===== src/rtl/pc_unit.sv =====
// rtl/pc_unit.sv - fetch-stage program counter with boot hold, stall, redirect, trap/mret and EPC
module pc_unit #(
    parameter int               XLEN         = 32,
    parameter logic [XLEN-1:0]  RESET_VECTOR = '0,
    parameter logic [XLEN-1:0]  TRAP_VECTOR  = XLEN'(32'h0000_0100),
    parameter int               IALIGN       = 4,
    parameter int               BOOT_DELAY   = 2
) (
    input  logic            clk,
    input  logic            rst,
    input  logic            stall,
    input  logic            redirect_valid,
    input  logic [XLEN-1:0] redirect_target,
    input  logic            trap_valid,
    input  logic [XLEN-1:0] trap_pc,
    input  logic            mret_valid,
    output logic [XLEN-1:0] PC,
    output logic [XLEN-1:0] PC_Plus,
    output logic            fetch_valid,
    output logic [XLEN-1:0] EPC,
    output logic            misaligned
);

    localparam logic [1:0] ST_BOOT   = 2'd0;
    localparam logic [1:0] ST_RUN    = 2'd1;
    localparam logic [3:0] BOOT_LAST = 4'(BOOT_DELAY - 1);

    logic [1:0]      state_q, state_d;
    logic [3:0]      cnt_q, cnt_d;
    logic [XLEN-1:0] pc_q, pc_d;
    logic [XLEN-1:0] epc_q, epc_d;
    logic            mis_q, mis_d;
    logic            target_misaligned;

    assign target_misaligned = (IALIGN == 2) ? redirect_target[0] : |redirect_target[1:0];

    always_comb begin
        state_d = state_q;
        cnt_d   = cnt_q;
        pc_d    = pc_q;
        epc_d   = epc_q;
        mis_d   = 1'b0;
        case (state_q)
            ST_BOOT: begin
                pc_d  = RESET_VECTOR;
                cnt_d = cnt_q + 4'd1;
                if (cnt_q == BOOT_LAST) begin
                    state_d = ST_RUN;
                end
            end
            ST_RUN: begin
                // Flush sources outrank the hazard hold.
                if (trap_valid) begin
                    pc_d  = TRAP_VECTOR;
                    epc_d = trap_pc;
                end else if (mret_valid) begin
                    pc_d = epc_q;
                end else if (redirect_valid && !target_misaligned) begin
                    pc_d = redirect_target;
                end else if (redirect_valid) begin
                    pc_d  = TRAP_VECTOR;
                    epc_d = redirect_target;
                    mis_d = 1'b1;
                end else if (!stall) begin
                    pc_d = PC_Plus;
                end
            end
            default: begin
                state_d = ST_BOOT;
                cnt_d   = 4'd0;
                pc_d    = RESET_VECTOR;
            end
        endcase
    end

    always_ff @(posedge clk or posedge rst) begin
        if (rst) begin
            state_q <= ST_BOOT;
            cnt_q   <= 4'd0;
            pc_q    <= RESET_VECTOR;
            epc_q   <= '0;
            mis_q   <= 1'b0;
        end else begin
            state_q <= state_d;
            cnt_q   <= cnt_d;
            pc_q    <= pc_d;
            epc_q   <= epc_d;
            mis_q   <= mis_d;
        end
    end

    assign PC          = pc_q;
    assign PC_Plus     = pc_q + XLEN'(IALIGN);
    assign fetch_valid = (state_q == ST_RUN);
    assign EPC         = epc_q;
    assign misaligned  = mis_q;

endmodule


===== config.mk =====
export PLATFORM = sky130hd
export DESIGN_NAME = pc_unit
export DESIGN_NICKNAME = d
export VERILOG_FILES = /design/src/rtl/pc_unit.sv
export SDC_FILE = /design/constraint.sdc
export NUM_CORES = 1
export LEC_CHECK = 0
export BUFFER_PORTS_ARGS = -buffer_cell sky130_fd_sc_hd__buf_2
export CORE_MARGIN = 5
export CORE_UTILIZATION = 54
export DETAILED_ROUTE_END_ITERATION = 10
export GPL_TIMING_DRIVEN = 0
export PLACE_DENSITY = 0.83
export SLEW_MARGIN = 20
export SYNTH_ARGS = -nofsm -noshare
export SYNTH_HDL_FRONTEND = slang
export SYNTH_SLANG_ARGS = --single-unit

===== constraint.sdc =====
create_clock -name clk -period 3.7 [get_ports clk]
set_input_delay 0.555 -clock clk [delete_from_list [all_inputs] [get_ports clk]]
set_output_delay 0.555 -clock clk [all_outputs]
set_load 0.01 [all_outputs]

# Yosys cells after proc, flatten, opt, wreduce, memory -nomap -nowiden
# Cells that the tools add are included.
# word_totals
input_bits,70
elab_cells,39
ff_bits,71
# op_classes
n_mux,18
bitwise,1
n_addsub,2
n_eq_ne,6
reduce_logical,7
# ops
cell,n
$mux 32,10
$add 32x3->32 const B,1
$pmux 4 s2,1
$ne 2x2->1 const B,3
$ne 6x5->1 const B,1
$mux 1,5
$add 4x1->4 const B,1
$eq 4x1->1 const B,1
$pmux 2 s2,1
$reduce_and 4->1,1
$eq 2x1->1 const B,1
$logic_not 2->1,1
$mux 2,1
$reduce_and 2->1,1
$reduce_bool 2->1,1
$reduce_or 2->1,1
$logic_and 1x1->1,1
$logic_not 1->1,1
$not 1->1,1

# Depth between registers and ports, before layout
# Gate-level depths: netlist of run 1.
# logic_depth
ltp_word,7
depth_mapped,8
mapped_depth_nobuf,6

# Worst setup path before layout of run 1
# OpenSTA, ideal clock, no wires.
# synth_timing
path_type,reg-to-output
start,register pc_q[8] (netlist: PC[8])
end,output PC_Plus[21]
stages_incl_launch_ff,7
setup_slack_ns,1.385
path_buffers,1
required_time_ns,3.145
arrival_ns,1.760
cell_sequence,dfrtp_1 > buf_2 > and4_1 > nand4_2 > nor3_1 > nand3_1 > xnor2_1
# synth_between
elab_chain_len,1
# synth_rtl
item,line,rtl
start: declaration,30,"logic [XLEN-1:0] pc_q, pc_d;"
start signal: assignment,86,pc_q <= pc_d;
$add 32x3->32,93,assign PC_Plus = pc_q + XLEN'(IALIGN);
end: declaration,18,"output logic [XLEN-1:0] PC_Plus,"
# Every way passes these cells.

# Worst setup path after layout of run 1
# Ends and elaborated chain as after synthesis.

==> results of run 1 <==
## synth_stat cells, drive strengths merged (4+ instances only)
master   instances
a22oi            4
o311ai           5
dfrtp           70
o31ai            9
mux2i           35
xnor2           21
nor4             7
nand2b           9
xor2             9
o21ai           66
nand2           80
nand3           22
nor3            10
o2111ai          6
nand4           12
inv              9
and3             7
clkbuf          22
a221o            5
o2bb2ai          7
buf             19
a221oi           9
a21oi            9
a31oi            6
nor2            26
## flip-flops by register name, summed over array words and instances (netlist names)
register    cells
cnt_q           4
misaligned      1
PC             32
EPC            32
state_q         1
## metal layers
metal | track usage | share of wire | up-vias
li1 | - | - | 2277
met4 | 0.147 | 0.035 | 0
met5 | 0 | 0 | -
met1 | 0.410 | 0.38 | 2463
met3 | 0.0744 | 0.11 | 57
met2 | 0.512 | 0.48 | 380
## worst min path at each step
stage,startpoint,to,slack [ns],cells past startpoint
2_1_floorplan,cnt_q[3],cnt_q[3],0.45,1
6_report,rst,state_q[0],0.20,2
3_5_place_dp,cnt_q[3],cnt_q[3],0.48,1
4_1_cts,rst,cnt_q[3],0.21,2
5_1_grt,rst,cnt_q[3],0.24,2
3_3_place_gp,cnt_q[3],cnt_q[3],0.46,1
## metrics by stage
step | hold WS (ns) | cells
finish | 0.203 | 811
global route | 0.236 | 810
CTS | 0.210 | 810
detailed placement | 0.476 | 794
global placement | 0.461 | 793
floorplan | 0.447 | 523
## cells by family (layout without fill, tap and decap cells)
kind of cell,count (synthesis),in the layout,share of synthesized area
flip-flops,70,70,0.380
other,0,1,0
AO/OA/AOI/OAI,145,145,0.213
XOR/XNOR,30,30,0.0569
multiplexers,35,35,0.0759
AND/OR/NAND/NOR,189,189,0.219
adder cells (fa/ha/maj),3,3,0.00814
buffers and inverters,51,233,0.0469
## layout make-up
type                            count  area share
Antenna cell                        1    0.000431
Buffer                             41      0.0308
Clock buffer                       11      0.0261
Clock inverter                      5     0.00991
Inverter                           10     0.00690
Multi-Input combinational cell    402       0.456
Sequential cell                    70       0.302
Tap cell                          105      0.0226
Timing Repair Buffer              166       0.146
## where the power goes
part           total (mW)  leakage (nW)  internal, mW  switching (mW)
Sequential          0.921         0.882         0.834          0.0870
Combinational       0.505          1.85         0.204           0.301
Clock               0.662        0.0976         0.347           0.315
==> run metrics, run 1 <==
GRT Util Overall=0.320; power consumption=roughly 2.1 mW; RD Place Congestion=1.02; port buffer count=165; fin. max-slew vios=0; setup tns final=0 ns; HP Class=primary input to async pin; max frequency=327 MHz; area of the core=roughly 0.0083 mm²; initial antenna violation count=0; Total Nets Final=773; worst-case clock buffer depth=2; Netlist Area Pre-Place=0.00461 mm²; clk sinks=70; pre-CTS setup slack=1.08 ns; Final Critical Period=3.06 ns; Clk pin slew, worst setup/hold paths=0.09 ns; Syn Inst Count=523; Filler Cells Inserted=a little under 700; Most used DFF post-synth=dfrtp_1; final core occ=0.703; Post-DRT Antenna Nets=0; crit path capture=PC_Plus[21]; RR Startpoint=state_q[0]; RSZ-0062 raised after global routing=no; residual DRC count=0; syn nets=596; Bufs and invs on worst path=2; area post-placement=roughly 0.0056 mm²; Final Hold Vio Count=0; CP max-delay cell=nor3_1; Synth warnings=0; post-synthesis sequential area ratio=0.380; DRT Wirelength=16700 µm; Critical Path Fanout Max=8; Area Overhead vs Synth=25.8%; CP arrival=2.50 ns; Multi-input gate area=between 0.002 and 0.003 mm²; reg2reg setup slack=1.45 ns; CTS tree=yes; Die Footprint=0.0105 mm²; latest clock arrival within the worst-skew pair=0.36 ns; Pleak=~2.8 nW; first-pass GRT wire length=25900 µm; vias in the first global route=5119; maximum vdd ir drop=0.315 mV; Die X=102 µm; largest net degree at the start of global routing=40; Worst setup EP type=primary output; post-synth top area cell=dfrtp_1; pwr/cell area=360 mW/mm²; Synth area leaders=dfrtp_1, mux2i_1, o21ai_0, nand2_1, xnor2_1; CTS H-tree lvls=3; CP cell instances=buf_2, and4_1, nand4_2, nor3_1, nand3_1, xnor2_1, buf_2; reg2reg end=PC[7]; most common cell after layout, fill and taps aside=buf_2; DR pass1 iterations=6; Final Setup Violations=0; instance count on the critical path=7; Setup Skew=slightly below 0.01 ns; hold_buf cts=0; Worst R2R Path Depth=7; most frequent CP cell=buf_2; Synth Register Bits=70; ys async rst share=1.00; post-synth top area share=0.380; CP required=3.14 ns; initial detailed-routing violation count=about 620; EDFF count, synth=0; DIE HEIGHT=102 µm; total CTS buffers=9; Vias/cell=6.38; site row count=33; HPWL Detailed=about 12000 µm; CTS root buf=clkbuf_8; max_slew headroom=0.377; Critical Path Max Stage Delay=approximately 0.56 ns; CTS resizes=0; Worst path top cell family by delay=simple AND/OR/NAND/NOR gates; total grt overflow=0; FF/Latch Area=0.00175 mm²; worst slew pin tran=0.934 ns; final period utilization=0.826; Avg Synthesized Cell Area=a little under 9 µm²; crit path kind=register to primary output; CP Launch Type=register; share of cells above drive strength 1=0.313; commonest non-fill, non-tap cells in the layout=buf_2, nand2_1, dfrtp_1; synth unique cells=64; number of max-capacitance violations reported=0; Routed WL per cell=20.6 µm; status=finished clean; Initial Util=0.559; vias after detailed routing=5177; Critical Path Start=PC[8]; Final Cell Area=0.00581 mm²; I/O pins=168; setup bufs post-CTS=0; final setup margin=0.643 ns
No activity file was read; power rests on OpenSTA's default activity.
==> run 2, diff against run 1 <==
--- a/config.mk
+++ b/config.mk
@@ -7,10 +7,10 @@
 export LEC_CHECK = 0
 export BUFFER_PORTS_ARGS = -buffer_cell sky130_fd_sc_hd__buf_2
 export CORE_MARGIN = 5
-export CORE_UTILIZATION = 54
+export CORE_UTILIZATION = 50
 export DETAILED_ROUTE_END_ITERATION = 10
 export GPL_TIMING_DRIVEN = 0
-export PLACE_DENSITY = 0.83
+export PLACE_DENSITY = 0.78
 export SLEW_MARGIN = 20
 export SYNTH_ARGS = -nofsm -noshare
 export SYNTH_HDL_FRONTEND = slang
==> constraint.sdc (replaced) <==
create_clock -name clk -period 3 [get_ports clk]
set_input_delay 0.45 -clock clk [delete_from_list [all_inputs] [get_ports clk]]
set_output_delay 0.45 -clock clk [all_outputs]
set_load 0.01 [all_outputs]
==> run metrics, run 2 (synthesis results as in run 1) <==
Routed WL per cell=20.7 µm (+0.59%); Final Critical Period=2.91 ns; DRT Wirelength=16900 µm (+1.1%); CTS resizes=0 (unchanged); final period utilization=0.972; max frequency=343 MHz; pwr/cell area=452 mW/mm² (+26%); Critical Path Max Stage Delay=0.58 ns (+0.02 ns); Post-DRT Antenna Nets=0 (unchanged); initial antenna violation count=0 (unchanged); power consumption=2.65 mW (+27%); worst-case clock buffer depth=2 (unchanged); fin. max-slew vios=0 (unchanged); largest net degree at the start of global routing=50 (+25%); Total Nets Final=772 (-0.13%); first-pass GRT wire length=26500 µm (+2.2%); CTS root buf=clkbuf_8; RSZ-0062 raised after global routing=no; CP arrival=2.46 ns (-0.04 ns); CP Launch Type=register; CP max-delay cell=nor4_2; crit path kind=register to primary output; site row count=35 (+6.1%); Worst path top cell family by delay=simple AND/OR/NAND/NOR gates; Final Hold Vio Count=0 (unchanged); final core occ=0.642 (-0.0611); HP Class=primary input to async pin; Antenna diodes=0 (-1); CP cell instances=ha_1, nand2_1, nor4_2, and3_2, xor2_1, buf_2; clk sinks=70 (unchanged); worst slew pin tran=0.977 ns (+0.0422 ns); Final Non-Filler Cells=815 (+0.49%); area of the core=0.00911 mm² (+10%); HPWL Detailed=12600 µm (+0.81%); total CTS buffers=9 (unchanged); maximum vdd ir drop=0.221 mV (-30%); RD Place Congestion=0.927 (-8.9%); Pleak=2.86 nW (+0.94%); CP required=2.55 ns (-0.59 ns); Bufs and invs on worst path=1 (-1); status=finished clean; Worst setup EP type=primary output; latest clock arrival within the worst-skew pair=0.36 ns (about the same); Filler Cells Inserted=798 (+17%); max_slew headroom=0.345 (-0.0325); Setup Skew=0.0110 ns (+0.00123 ns); most common cell after layout, fill and taps aside=buf_2; Initial Util=0.507 (-0.0522); commonest non-fill, non-tap cells in the layout=buf_2, nand2_1, dfrtp_1; vias in the first global route=4981 (-2.7%); Critical Path Fanout Max=5 (-3); Area Overhead vs Synth=26.7%; initial detailed-routing violation count=463 (-25%); vias after detailed routing=5098 (-1.5%); setup bufs post-CTS=0 (unchanged); Clk pin slew, worst setup/hold paths=0.08 ns (about the same); Vias/cell=6.26 (-2.0%); CTS tree=yes; port buffer count=165 (unchanged); DIE HEIGHT=106 µm (+3.5%); hold_buf cts=0 (unchanged); GRT Util Overall=0.298 (-0.0218); CTS H-tree lvls=3 (unchanged); I/O pins=168 (unchanged); Die X=106 µm (+3.5%); Die Footprint=0.0112 mm² (+7.2%); setup tns final=0 ns (unchanged); DR pass1 iterations=5 (-1); residual DRC count=0 (unchanged); Final Setup Violations=0 (unchanged); placed cells=800 (+0.76%); total grt overflow=0 (unchanged); share of cells above drive strength 1=0.317 (+0.00329); number of max-capacitance violations reported=0 (unchanged)
==> run 2: worst paths after layout <==
kind                       depth (start not counted)        start  slack [ns]           to
setup / recovery                                   6        PC[2]        0.09  PC_Plus[16]
hold / removal                                     2          rst        0.04   state_q[0]
setup reg to reg                                   7   state_q[0]        0.76        PC[7]
hold reg to reg                                    1     cnt_q[3]        0.48     cnt_q[3]
max in group asynchronous                          3          rst        2.40       PC[26]
min in group clk                                   3  trap_pc[16]        0.38      EPC[16]
==> run 2: area by class of cell <==
| class | count | area (µm²) | share of cell area |
|---|---|---|---|
| inverter | 10 | 40.0 | 0.00685 |
| multi-input combinational | 402 | 2670 | 0.456 |
| timing repair buffer | 166 | 853 | 0.146 |
| buffer | 40 | 175 | 0.0300 |
| clock buffer | 9 | 124 | 0.0212 |
| sequential | 70 | 1750 | 0.300 |
| clock inverter | 7 | 97.6 | 0.0167 |
| tap | 111 | 139 | 0.0238 |
==> run 2: metal layers <==
layer,vias to the layer above,track usage,part of all wire
met5,-,0,0
met4,0,0.105,0.023
met3,41,0.0553,0.086
met2,293,0.485,0.47
met1,2484,0.397,0.42
li1,2280,-,-
==> run 2: power by group <==
group | leakage (nW) | internal, mW | switching [mW]
Sequential | 0.882 | 1.03 | 0.112
Combinational | 1.87 | 0.252 | 0.366
Clock | 0.106 | 0.471 | 0.415
==> run 2: metrics by stage <==
stage	hold WS (ns)	cell area (µm²)	worst slack [ns]
after floorplan	0.447	4610	0.782
final	0.0380	5850	0.0854
after global placement	0.462	5580	-0.189
after global routing	0.0672	5850	0.00862
after detailed placement	0.428	5610	0.472
after CTS	0.0470	5830	0.0775
